File: config.mk
export PLATFORM = sky130hd
export DESIGN_NAME = pq_heap_ctrl
export DESIGN_NICKNAME = d
export VERILOG_FILES = /design/src/rtl/pq_heap_ctrl.sv
export SDC_FILE = /design/constraint.sdc
export NUM_CORES = 1
export LEC_CHECK = 0
export ABC_CLOCK_PERIOD_IN_PS = 9000
export CELL_PAD_IN_SITES_DETAIL_PLACEMENT = 1
export CELL_PAD_IN_SITES_GLOBAL_PLACEMENT = 2
export CORE_ASPECT_RATIO = 2
export CORE_MARGIN = 3
export CORE_UTILIZATION = 35
export CTS_BUF_LIST = sky130_fd_sc_hd__clkbuf_2 sky130_fd_sc_hd__clkbuf_4 sky130_fd_sc_hd__clkbuf_8
export DETAILED_ROUTE_END_ITERATION = 10
export PLACE_DENSITY = 0.95
export SLEW_MARGIN = 20
export SYNTH_ARGS = -nofsm -noshare
export SYNTH_HDL_FRONTEND = slang
export SYNTH_SLANG_ARGS = --single-unit
export TNS_END_PERCENT = 20
File: constraint.sdc
create_clock -name clk -period 9 [get_ports clk]
set_clock_uncertainty 0.2 [all_clocks]
set_input_delay 1.35 -clock clk [delete_from_list [all_inputs] [get_ports clk]]
set_output_delay 1.35 -clock clk [all_outputs]
set_load 0.005 [all_outputs]
File: src/rtl/pq_heap_ctrl.sv
// rtl/pq_heap_ctrl.sv - binary-heap priority-queue controller driving a 1-cycle-latency BRAM
//
// Purpose: keeps a 1-based binary heap of {key,data} words in an external BRAM.
//   It sequences sift-up for enqueue and sift-down for dequeue/replace.
//   It handles one request at a time and accepts a new request only while ready=1.
// Ports:
//   clk, rst               clock; synchronous active-high reset
//   enq, deq, din          request strobes and {key,data} to insert (sampled when ready=1)
//   ready                  idle, request accepted this cycle
//   dout_valid, dout       one-cycle pulse carrying the dequeued root
//   count, full, empty     occupancy (updated at accept)
//   err                    one-cycle pulse: request dropped (enq on full / deq on empty)
//   mem_re/raddr/rdata     BRAM read port, rdata valid the cycle after mem_re
//   mem_we/waddr/wdata     BRAM write port
module pq_heap_ctrl #(
  parameter int KEY_W    = 16,
  parameter int DATA_W   = 16,
  parameter int ADDR_W   = 5,
  parameter int MAX_HEAP = 0
) (
  input  logic                      clk,
  input  logic                      rst,
  input  logic                      enq,
  input  logic                      deq,
  input  logic [KEY_W+DATA_W-1:0]   din,
  output logic                      ready,
  output logic                      dout_valid,
  output logic [KEY_W+DATA_W-1:0]   dout,
  output logic [ADDR_W-1:0]         count,
  output logic                      full,
  output logic                      empty,
  output logic                      err,
  output logic                      mem_re,
  output logic [ADDR_W-1:0]         mem_raddr,
  input  logic [KEY_W+DATA_W-1:0]   mem_rdata,
  output logic                      mem_we,
  output logic [ADDR_W-1:0]         mem_waddr,
  output logic [KEY_W+DATA_W-1:0]   mem_wdata
);

  localparam int W = KEY_W + DATA_W;
  localparam logic [ADDR_W-1:0] CAP = '1;
  localparam logic [ADDR_W-1:0] ONE = ADDR_W'(1);

  typedef enum logic [3:0] {
    S_IDLE, S_WR_FIN, S_E_RD, S_E_CMP, S_E_TOP,
    S_R_RD, S_R_OUT, S_R_LD, S_R_GET,
    S_SIFT, S_S_A, S_S_B, S_S_C
  } state_t;

  state_t            state;
  logic              is_rep;   // current read-root op is a replace (item already holds din)
  logic [W-1:0]      item;     // element travelling through the heap
  logic [W-1:0]      lval;     // left child captured while the right child is read
  logic [ADDR_W-1:0] hole;
  logic [ADDR_W-1:0] last;

  // Strictly better in the configured order; equal keys are never better,
  // so ties never cause a move.
  function automatic logic better(input logic [W-1:0] a, input logic [W-1:0] b);
    logic [KEY_W-1:0] ka;
    logic [KEY_W-1:0] kb;
    ka = a[W-1 -: KEY_W];
    kb = b[W-1 -: KEY_W];
    if (MAX_HEAP != 0) return ka > kb;
    else               return ka < kb;
  endfunction

  logic [ADDR_W-1:0] next_cnt;
  logic [ADDR_W-1:0] parent;
  logic [ADDR_W:0]   l_idx;    // one extra bit so 2*hole never wraps
  logic [ADDR_W:0]   r_idx;
  logic [ADDR_W:0]   last_ext;
  logic              r_in;
  logic [W-1:0]      child_w;
  logic [ADDR_W-1:0] child_i;

  assign next_cnt = count + ONE;
  assign parent   = hole >> 1;
  assign l_idx    = {hole, 1'b0};
  assign r_idx    = l_idx + 1'b1;
  assign last_ext = {1'b0, last};
  assign r_in     = (r_idx <= last_ext);
  assign full     = (count == CAP);
  assign empty    = (count == '0);

  // Child selection: in S_S_B only the left child exists (rdata = L);
  // in S_S_C rdata = R and the left child was captured in lval. Tie keeps L.
  always_comb begin
    child_w = lval;
    child_i = l_idx[ADDR_W-1:0];
    if (state == S_S_B) begin
      child_w = mem_rdata;
    end else if (better(mem_rdata, lval)) begin
      child_w = mem_rdata;
      child_i = r_idx[ADDR_W-1:0];
    end
  end

  always_ff @(posedge clk) begin
    if (rst) begin
      state      <= S_IDLE;
      is_rep     <= 1'b0;
      item       <= '0;
      lval       <= '0;
      hole       <= '0;
      last       <= '0;
      count      <= '0;
      ready      <= 1'b1;
      dout_valid <= 1'b0;
      dout       <= '0;
      err        <= 1'b0;
      mem_re     <= 1'b0;
      mem_raddr  <= '0;
      mem_we     <= 1'b0;
      mem_waddr  <= '0;
      mem_wdata  <= '0;
    end else begin
      mem_re     <= 1'b0;
      mem_we     <= 1'b0;
      dout_valid <= 1'b0;
      err        <= 1'b0;
      case (state)
        S_IDLE: begin
          if (enq && deq && !empty) begin
            // Replace: pop root, then sift the new item down from the root.
            item      <= din;
            is_rep    <= 1'b1;
            ready     <= 1'b0;
            mem_re    <= 1'b1;
            mem_raddr <= ONE;
            state     <= S_R_RD;
          end else if (enq && !full) begin
            // Plain insert; an accompanying deq can only reach here on empty and is dropped.
            err   <= deq;
            item  <= din;
            count <= next_cnt;
            ready <= 1'b0;
            if (empty) begin
              hole      <= ONE;
              mem_we    <= 1'b1;
              mem_waddr <= ONE;
              mem_wdata <= din;
              state     <= S_WR_FIN;
            end else begin
              hole      <= next_cnt;
              mem_re    <= 1'b1;
              mem_raddr <= next_cnt >> 1;
              state     <= S_E_RD;
            end
          end else if (deq && !enq && !empty) begin
            is_rep    <= 1'b0;
            count     <= count - ONE;
            ready     <= 1'b0;
            mem_re    <= 1'b1;
            mem_raddr <= ONE;
            state     <= S_R_RD;
          end else if (enq || deq) begin
            err <= 1'b1;
          end
        end

        S_WR_FIN: begin
          ready <= 1'b1;
          state <= S_IDLE;
        end

        S_E_RD: state <= S_E_CMP;

        S_E_CMP: begin
          mem_we <= 1'b1;
          if (better(item, mem_rdata)) begin
            // Parent moves down into the hole; the hole climbs.
            mem_waddr <= hole;
            mem_wdata <= mem_rdata;
            hole      <= parent;
            if (parent == ONE) begin
              state <= S_E_TOP;
            end else begin
              mem_re    <= 1'b1;
              mem_raddr <= parent >> 1;
              state     <= S_E_RD;
            end
          end else begin
            mem_waddr <= hole;
            mem_wdata <= item;
            state     <= S_WR_FIN;
          end
        end

        S_E_TOP: begin
          mem_we    <= 1'b1;
          mem_waddr <= hole;
          mem_wdata <= item;
          state     <= S_WR_FIN;
        end

        S_R_RD: state <= S_R_OUT;

        S_R_OUT: begin
          dout       <= mem_rdata;
          dout_valid <= 1'b1;
          if (is_rep) begin
            hole  <= ONE;
            last  <= count;
            state <= S_SIFT;
          end else if (count == '0) begin
            ready <= 1'b1;
            state <= S_IDLE;
          end else begin
            // count was already decremented; the old last slot is count+1.
            mem_re    <= 1'b1;
            mem_raddr <= next_cnt;
            state     <= S_R_LD;
          end
        end

        S_R_LD: state <= S_R_GET;

        S_R_GET: begin
          item  <= mem_rdata;
          hole  <= ONE;
          last  <= count;
          state <= S_SIFT;
        end

        S_SIFT: begin
          if (l_idx > last_ext) begin
            mem_we    <= 1'b1;
            mem_waddr <= hole;
            mem_wdata <= item;
            state     <= S_WR_FIN;
          end else begin
            mem_re    <= 1'b1;
            mem_raddr <= l_idx[ADDR_W-1:0];
            state     <= S_S_A;
          end
        end

        S_S_A: begin
          if (r_in) begin
            mem_re    <= 1'b1;
            mem_raddr <= r_idx[ADDR_W-1:0];
          end
          state <= S_S_B;
        end

        S_S_B, S_S_C: begin
          if (state == S_S_B) lval <= mem_rdata;
          if (state == S_S_B && r_in) begin
            state <= S_S_C;
          end else begin
            mem_we    <= 1'b1;
            mem_waddr <= hole;
            if (better(child_w, item)) begin
              mem_wdata <= child_w;
              hole      <= child_i;
              state     <= S_SIFT;
            end else begin
              mem_wdata <= item;
              state     <= S_WR_FIN;
            end
          end
        end

        default: begin
          ready <= 1'b1;
          state <= S_IDLE;
        end
      endcase
    end
  end

endmodule

After elaboration in Yosys (flattened, before gate mapping)
Index checks and enable logic that the tools add are counted.

$add $sub $neg: 3. Order comparisons: 5. Eq/ne operators: 31. Muxes and demuxes: 90. Bitwise operators: 3. Reduce and logical (&&, ||, !) cells: 34.

Operator list (count): $mux W32 (11); $pmux W32 S5 (1); $mux W5 (27); $pmux W32 S2 (1); $pmux W5 S5 (2); $lt A16 B16 Y1 (3); $pmux W4 S11 (1); $mux W4 (8); $mux W1 (31); $ne A2 B2 Y1 const B (15); $eq A4 B4 Y1 const B (5); $pmux W5 S4 (1); $eq A4 B3 Y1 const B (4); $reduce_bool A5 Y1 (3); $reduce_and A6 Y1 (2); $pmux W5 S2 (1); $reduce_or A10 Y1 (1); $reduce_and A9 Y1 (1); $eq A4 B2 Y1 const B (2); $ne A4 B4 Y1 const B (2); $reduce_bool A2 Y1 (4); $reduce_and A7 Y1 (1); $add A6 B1 Y6 const B (1); $gt A6 B5 Y1 (1); 23 further kinds (37).

Bits in registers: 163. Input bits: 68. Output and inout bits: 86. Logic and storage cells: 182.

Longest topological paths before layout
Gate-level depths: netlist of run 1.

Depth after elaboration: 11. Gate-level depth with buffers: 20. Gate-level depth less buffers: 17.

Worst setup path before layout of run 1
No wires, ideal clock.

Path type: input to register. From: input mem_rdata[31]. To: register mem_wdata[19]. Library setup time: 74 ps. Arrival time: 5194 ps. Required time: 8726 ps. Setup slack: 3532 ps. Cell stages on the path: 19. Buffers on the path: 3. Cells stage by stage: ha_1 > nand4_2 > nor4_2 > o221ai_2 > a31oi_4 > clkbuf_1 > clkbuf_1 > nand2_1 > o21ai_0 > ha_1 > a21oi_1 > nand2_1 > a221oi_1 > nand2_1 > o32ai_4 > buf_6 > a221o_1 > o211ai_1 > a31oi_1.

Word-level cells in the longest chain between the ends: 11. Elaborated cells between the ends (all ways): 15. Classes of those cells: order compare (3); mux (12).

Ends and longest elaborated chain: from (decl) (line 35) `input logic [KEY_W+DATA_W-1:0] mem_rdata,`; $lt A16 B16 Y1 (line 66) `else return ka < kb;`; $mux W1 (line 92) `if (state == S_S_B) begin`; $mux W32 (line 94) `end else if (better(mem_rdata, lval)) begin`; $mux W32 (line 92); $lt A16 B16 Y1 (line 66); $mux W1 (line 250) `if (state == S_S_B && r_in) begin`; $mux W1 (line 123) `case (state)`; $mux W1 (line 101) `if (rst) begin`; $mux W32 (line 255) `if (better(child_w, item)) begin`; $mux W32 (line 250); $pmux W32 S5 (*) (line 123); to (signal assigned) (line 143) `mem_wdata <= din;`; to (signal assigned) (line 256) `mem_wdata <= child_w;`; to (signal assigned) (line 260) `mem_wdata <= item;`; to (decl) (line 38) `output logic [KEY_W+DATA_W-1:0] mem_wdata`.

Mark *: on every way between the ends. The rest lies on a longest branch, timed or not. The select of a mux whose other input is x is not followed. A chain may end at the register's enable or synchronous reset.

Worst setup path in the final report of run 1
From: input mem_rdata[31]. To: register mem_wdata[21].

Same word-level chain as after synthesis.

==> results of run 1 <==
power by group through the flow:
| stage | Combinational, µW | Sequential [µW] | Clock, µW |
|---|---|---|---|
| floorplan | 963 | 996 | 0 |
| global placement | 1440 | 1060 | 0 |
| detailed placement | 1490 | 1070 | 0 |
| CTS | 1500 | 1050 | 569 |
| global route | 1650 | 1080 | 597 |
| finish | 1500 | 1050 | 548 |
layer usage:
layer | part of all wire | global-route usage
met5 | 0 | 0
met4 | 0.049 | 0.132
met3 | 0.038 | 0.0457
met2 | 0.54 | 0.448
met1 | 0.37 | 0.254
kinds of logic after synthesis:
kind of cell | synth area share
mux | 0.0432
fa+ha+maj | 0.0713
buf+inv | 0.0692
flops | 0.351
compound gates | 0.284
xor+xnor | 0.00565
simple gates | 0.176
layout make-up:
class	instances	area, µm²
fill	3139	14600
multi-input combinational	848	5430
sequential	163	3260
timing repair buffer	168	1650
tap	340	425
clock buffer	17	234
inverter	60	225
clock inverter	15	156
path summary, 6_finish.rpt:
check	slack, ns	endpoint
hold / removal	0.26	dout[2]$_SDFFE_PP0P_
setup / recovery	2.31	mem_wdata[21]$_SDFFE_PP0P_
hold reg to reg	0.26	dout[2]$_SDFFE_PP0P_
setup reg to reg	3.31	mem_wdata[21]$_SDFFE_PP0P_
stage by stage:
step	util	power (µW)	setup slack, ns	hold WS, ns	cells
finish	0.439	3100	2.31	0.258	1611
global route	0.439	3330	1.84	0.283	1611
CTS	0.438	3120	2.35	0.260	1610
detailed placement	0.423	2560	1.83	0.246	1578
global placement	0.423	2500	2.14	0.241	1578
floorplan	-	1960	3.53	0.240	1157
critical path, stage by stage:
cell             delay (ns)
clkdlybuf4s50_1        0.56
ha_1                   0.44
nand4_2                0.16
nor4_2                 0.32
o221ai_2               0.18
a31oi_4                0.70
o21ai_0                0.21
ha_1                   0.36
a2111oi_2              0.44
a211oi_1               0.12
o21ai_0                0.31
o211ai_2               0.43
nor3_4                 0.72
a221o_1                0.26
o211ai_1               0.09
a31oi_1                0.23
registers in the layout (all words and copies together), names as in the netlist:
| name | cells |
|---|---|
| dout | 32 |
| item | 32 |
| lval | 32 |
| mem_wdata | 32 |
| count | 5 |
| hole | 5 |
| last | 5 |
| mem_raddr | 5 |
| mem_waddr | 5 |
| state | 4 |
| dout_valid | 1 |
| err | 1 |
| is_rep | 1 |
| mem_re | 1 |
| mem_we | 1 |
| ready | 1 |
Yosys cell counts, types with 6 or more instances:
library cell,n,share of area
a211oi_1,35,0.028
nand3_1,10,0.0054
a221o_1,15,0.016
buf_2,17,0.0091
mux2i_1,39,0.042
buf_6,8,0.0097
o21ai_0,36,0.019
inv_1,59,0.024
o221ai_1,17,0.016
ha_1,53,0.071
nor3_1,29,0.016
o21a_1,6,0.0048
a21oi_1,100,0.054
clkbuf_1,52,0.021
a31oi_1,39,0.026
a21o_1,23,0.019
nand2b_1,8,0.0054
nor2_1,75,0.030
a22oi_1,6,0.0048
o211ai_1,18,0.015
nand2_1,213,0.086
o2111ai_1,31,0.029
dfxtp_1,163,0.35
==> impl_summary.log, run 1 <==
[metrics] Tot GR Track Use: 0.243
[metrics] post-layout min period: 6.69 ns
[metrics] die outline width: 121 µm
[metrics] RSZ-0062 raised after global routing: no
[metrics] leakage power of the design: 0.00386 µW
[metrics] launch point of the worst hold path: dout[2]$_SDFFE_PP0P_
[metrics] CP Launch Type: input port
[metrics] count of state elements after synthesis: 163
[metrics] routed wire length per instance: 21.4 µm
[metrics] overflow left after global routing: 0
[metrics] final sum of negative setup slack: 0 ns
[metrics] CTS tree: yes
[metrics] input/output buffers: 153
[metrics] MaxCap Viol Count: 0
[metrics] synthesis-to-finish area growth: 22.4%
[metrics] detailed placer's ending HPWL: 24400 µm
[metrics] Die Ht: 237 µm
[metrics] DRC violations left: 0
[metrics] Warnings, synthesis: 0
[metrics] Hold Violations, Final: 0
[metrics] vias after detailed routing: 9343
[metrics] switching power share of the total: 0.450
[metrics] max-slew violation count: 0
[metrics] initial antenna violation count: 0
[metrics] post-route design area: 0.0114 mm²
[metrics] cell count of the worst hold path: 2
[metrics] Syn Nets: 1278
[metrics] Gates resized, CTS repair: 0
[metrics] Sink Count: 163
[metrics] post-detailed-route count of antenna-violating nets: 0
[metrics] area of the die: 0.0287 mm²
[metrics] Rows: 83
[metrics] data required time at the worst endpoint: 9.22 ns
[metrics] RePlAce Congestion: 0.842
[metrics] Post-synth ARST share: 0
[metrics] count of boundary I/O pins: 154
[metrics] Iteration-0 DRC Markers: 466
[metrics] timing startpoint of the critical path: mem_rdata[31]
[metrics] initial cell density of the core: 0.358
[metrics] transition time at the pin with the least slew margin: 1.08 ns
[metrics] syn avg cell area: 8.04 µm²
[metrics] number of buffers inserted for hold repair after clock tree synthesis: 0
[metrics] TritonCTS buffer count: 17
[metrics] total placed instance area: 0.0110 mm²
[metrics] power density cells: 273 mW/mm²
[metrics] share of final-layout standard cells stronger than drive strength 1: 0.0629
[metrics] predominant post-synthesis flop cell: dfxtp_1
[metrics] placeable core region: 0.0260 mm²
[metrics] first-pass GRT wire length: 54900 µm
[metrics] number of detailed-route iterations in the first pass: 4
[metrics] proportion of synthesized chip area in sequential cells: 0.351
[metrics] Max H-tree Level: 4
[metrics] vias in the first global route: 9944
[metrics] category of the worst setup path capture point: flip-flop
[metrics] type of the worst min-delay path: reg2reg
[metrics] Psw: 1400 µW
[metrics] post-CTS setup buffer count: 0
[metrics] clock-pin slew on the worst setup and hold paths: 0.10 ns
[metrics] most frequent standard cell in the layout excluding fill and tap cells: nand2_1
[metrics] Clock Tree Root: clkbuf_8
[metrics] distinct cell type count of the synthesized netlist: 82
[metrics] relative contribution of the clock network to total power: 0.176
[metrics] top library cells by usage in the layout, fill and taps aside: nand2_1, dfxtp_1, clkdlybuf4s50_1
[metrics] net total in the final layout: 1379
[metrics] Max Clk Rate: 150 MHz
[metrics] source-to-sink clock delay at the later pin of the worst-skew pair: 0.52 ns
[metrics] run status: completed
[metrics] number of cells on the worst reg-to-reg path: 16
[metrics] average via count per standard cell: 5.80
[metrics] beginning of the worst register-to-register path: lval[23]$_SDFFE_PP0P_
[metrics] part of the cycle the worst path needs: 0.743
[metrics] normalized max-slew margin: 0.283
[metrics] VDD IR max: 242 µV
[metrics] largest net degree at the start of global routing: 96
[metrics] biggest fanout along the worst timing path: 34
[metrics] combinational cell fraction of total power: 0.484
[metrics] internal power summed over all cells: 1710 µW
[metrics] number of setup violations in the final report: 0
[metrics] count of inserted antenna diode cells: 0
[metrics] Post-Syn Instances: 1157
[metrics] Crit Path Category: in2reg
[metrics] relative contribution of sequential cells to total power: 0.339
[metrics] deepest clock path buffer count: 2
[metrics] final wirelength: 34500 µm
[metrics] CP Data Arrival Time: 6.91 ns
[metrics] post-synthesis instance area: 0.00931 mm²
[metrics] number of flops mapped to enable cells by yosys: 0
No activity file was read; power rests on OpenSTA's default activity.
==> run 2: changes to the inputs <==
- ABC_CLOCK_PERIOD_IN_PS: 9000 -> 6100
- CORE_UTILIZATION: 35 -> 29
- PLACE_DENSITY: 0.95 -> 0.88
- clock period: 9 -> 6.1 ns (I/O delays scaled with it)
==> impl_summary.log, run 2 (same netlist as run 1, synthesis figures left out) <==
[metrics] Sink Count: 163
[metrics] Max Clk Rate: 182 MHz
[metrics] deepest clock path buffer count: 2
[metrics] post-detailed-route count of antenna-violating nets: 0
[metrics] Rows: 92
[metrics] part of the cycle the worst path needs: 0.902
[metrics] input/output buffers: 153
[metrics] Gates resized, CTS repair: 0
[metrics] area of the die: 0.0344 mm²
[metrics] Die Ht: 259 µm
[metrics] transition time at the pin with the least slew margin: 1.08 ns
[metrics] routed wire length per instance: 20.8 µm
[metrics] leakage power of the design: 0.00394 µW
[metrics] max-slew violation count: 0
[metrics] Hold Violations, Final: 0
[metrics] area of the multi-input gates: 0.00543 mm²
[metrics] most frequent standard cell in the layout excluding fill and tap cells: nand2_1
[metrics] area taken by flip-flops and latches: 0.00326 mm²
[metrics] count of boundary I/O pins: 154
[metrics] share of final-layout standard cells stronger than drive strength 1: 0.0767
[metrics] DRC violations left: 0
[metrics] endpoint of the lowest-slack register-to-register path: mem_wdata[17]$_SDFFE_PP0P_
[metrics] MaxCap Viol Count: 0
[metrics] crit path to: mem_wdata[17]$_SDFFE_PP0P_
[metrics] power consumption: 4610 µW
[metrics] RSZ-0062 raised after global routing: no
[metrics] CP Data Arrival Time: 5.74 ns
[metrics] number of setup violations in the final report: 0
[metrics] average via count per standard cell: 5.54
[metrics] vias in the first global route: 9891
[metrics] clock-pin slew on the worst setup and hold paths: 0.10 ns
[metrics] register-to-register path setup slack: 0.90 ns
[metrics] Iteration-0 DRC Markers: 517
[metrics] data required time at the worst endpoint: 6.34 ns
[metrics] number of buffers inserted for hold repair after clock tree synthesis: 0
[metrics] post-route design area: 0.0116 mm²
[metrics] timing startpoint of the critical path: mem_rdata[31]
[metrics] top library cells by usage in the layout, fill and taps aside: nand2_1, dfxtp_1, clkdlybuf4s50_1
[metrics] source-to-sink clock delay at the later pin of the worst-skew pair: 0.51 ns
[metrics] run status: completed
[metrics] initial antenna violation count: 2
[metrics] post-CTS setup buffer count: 0
[metrics] TritonCTS buffer count: 17
[metrics] CP Launch Type: input port
[metrics] final sum of negative setup slack: 0 ns
[metrics] CTS tree: yes
[metrics] overflow left after global routing: 0
[metrics] placeable core region: 0.0315 mm²
[metrics] VDD IR max: 397 µV
[metrics] Clock Tree Root: clkbuf_8
[metrics] biggest fanout along the worst timing path: 31
[metrics] normalized max-slew margin: 0.282
[metrics] number of detailed-route iterations in the first pass: 5
[metrics] vias after detailed routing: 9493
[metrics] initial cell density of the core: 0.295
[metrics] type of the worst min-delay path: reg2reg
[metrics] die outline width: 133 µm
[metrics] category of the worst setup path capture point: flip-flop
[metrics] power density cells: 396 mW/mm²
[metrics] first-pass GRT wire length: 55700 µm
[metrics] net total in the final layout: 1398
[metrics] number of cells on the worst reg-to-reg path: 16
[metrics] total placed instance area: 0.0112 mm²
[metrics] beginning of the worst register-to-register path: lval[31]$_SDFFE_PP0P_
[metrics] post-layout min period: 5.50 ns
[metrics] synthesis-to-finish area growth: 25.1%
[metrics] final wirelength: 35700 µm
[metrics] Max H-tree Level: 4
[metrics] Crit Path Category: in2reg
[metrics] worst hold margin: 0.257 ns
[metrics] Filler Cell Count: 3866
[metrics] detailed placer's ending HPWL: 25100 µm
[metrics] RePlAce Congestion: 0.884
[metrics] largest net degree at the start of global routing: 73
[metrics] Tot GR Track Use: 0.205
run 2: area by class of cell:
type	count	area share
Clock inverter	14	0.0124
Sequential cell	163	0.280
Timing Repair Buffer	187	0.154
Multi-Input combinational cell	848	0.467
Inverter	60	0.0194
Tap cell	423	0.0455
Antenna cell	2	0.000430
Clock buffer	18	0.0207
run 2: layer usage:
layer | vias up | track usage | wire [µm] | part of all wire
li1 | 4453 | - | - | -
met1 | 4770 | 0.221 | 13900 | 0.39
met2 | 210 | 0.389 | 19500 | 0.55
met3 | 60 | 0.0336 | 1090 | 0.031
met4 | 0 | 0.0896 | 1130 | 0.032
met5 | - | 0 | 0 | 0
run 2: through the flow:
stage                     utilization  setup WS (ns)  std cells
final                           0.369          0.597       1715
after global routing            0.369         0.0642       1715
after CTS                       0.369          0.606       1713
after detailed placement        0.357         0.0842       1681
after global placement          0.357          0.242       1681
after floorplan                     -           1.07       1157
run 2: worst max-delay path, stage by stage:
cell	delay (ns)
clkdlybuf4s50_1	0.43
ha_1	0.37
nand4_2	0.18
nor4_2	0.34
o221ai_2	0.18
a31oi_4	0.63
o21ai_0	0.18
ha_1	0.35
a2111oi_2	0.46
a211oi_1	0.13
o21ai_0	0.26
o211ai_2	0.16
nor3_4	0.59
a221o_1	0.26
o211ai_1	0.09
a31oi_1	0.21
run 2: how the worst min path moves through the flow:
stage,start,end,cells past startpoint
floorplan,lval[0]$_SDFFE_PP0P_,lval[0]$_SDFFE_PP0P_,2
global placement,dout[25]$_SDFFE_PP0P_,dout[25]$_SDFFE_PP0P_,2
detailed placement,dout[29]$_SDFFE_PP0P_,dout[29]$_SDFFE_PP0P_,2
CTS,dout[29]$_SDFFE_PP0P_,dout[29]$_SDFFE_PP0P_,2
global route,dout[22]$_SDFFE_PP0P_,dout[22]$_SDFFE_PP0P_,2
finish,dout[29]$_SDFFE_PP0P_,dout[29]$_SDFFE_PP0P_,2
run 2: report_power, final:
part           leakage, µW  switching, µW  internal [µW]
logic              0.00242           1320            918
clock network     0.000190            482            340
registers          0.00133            253           1300
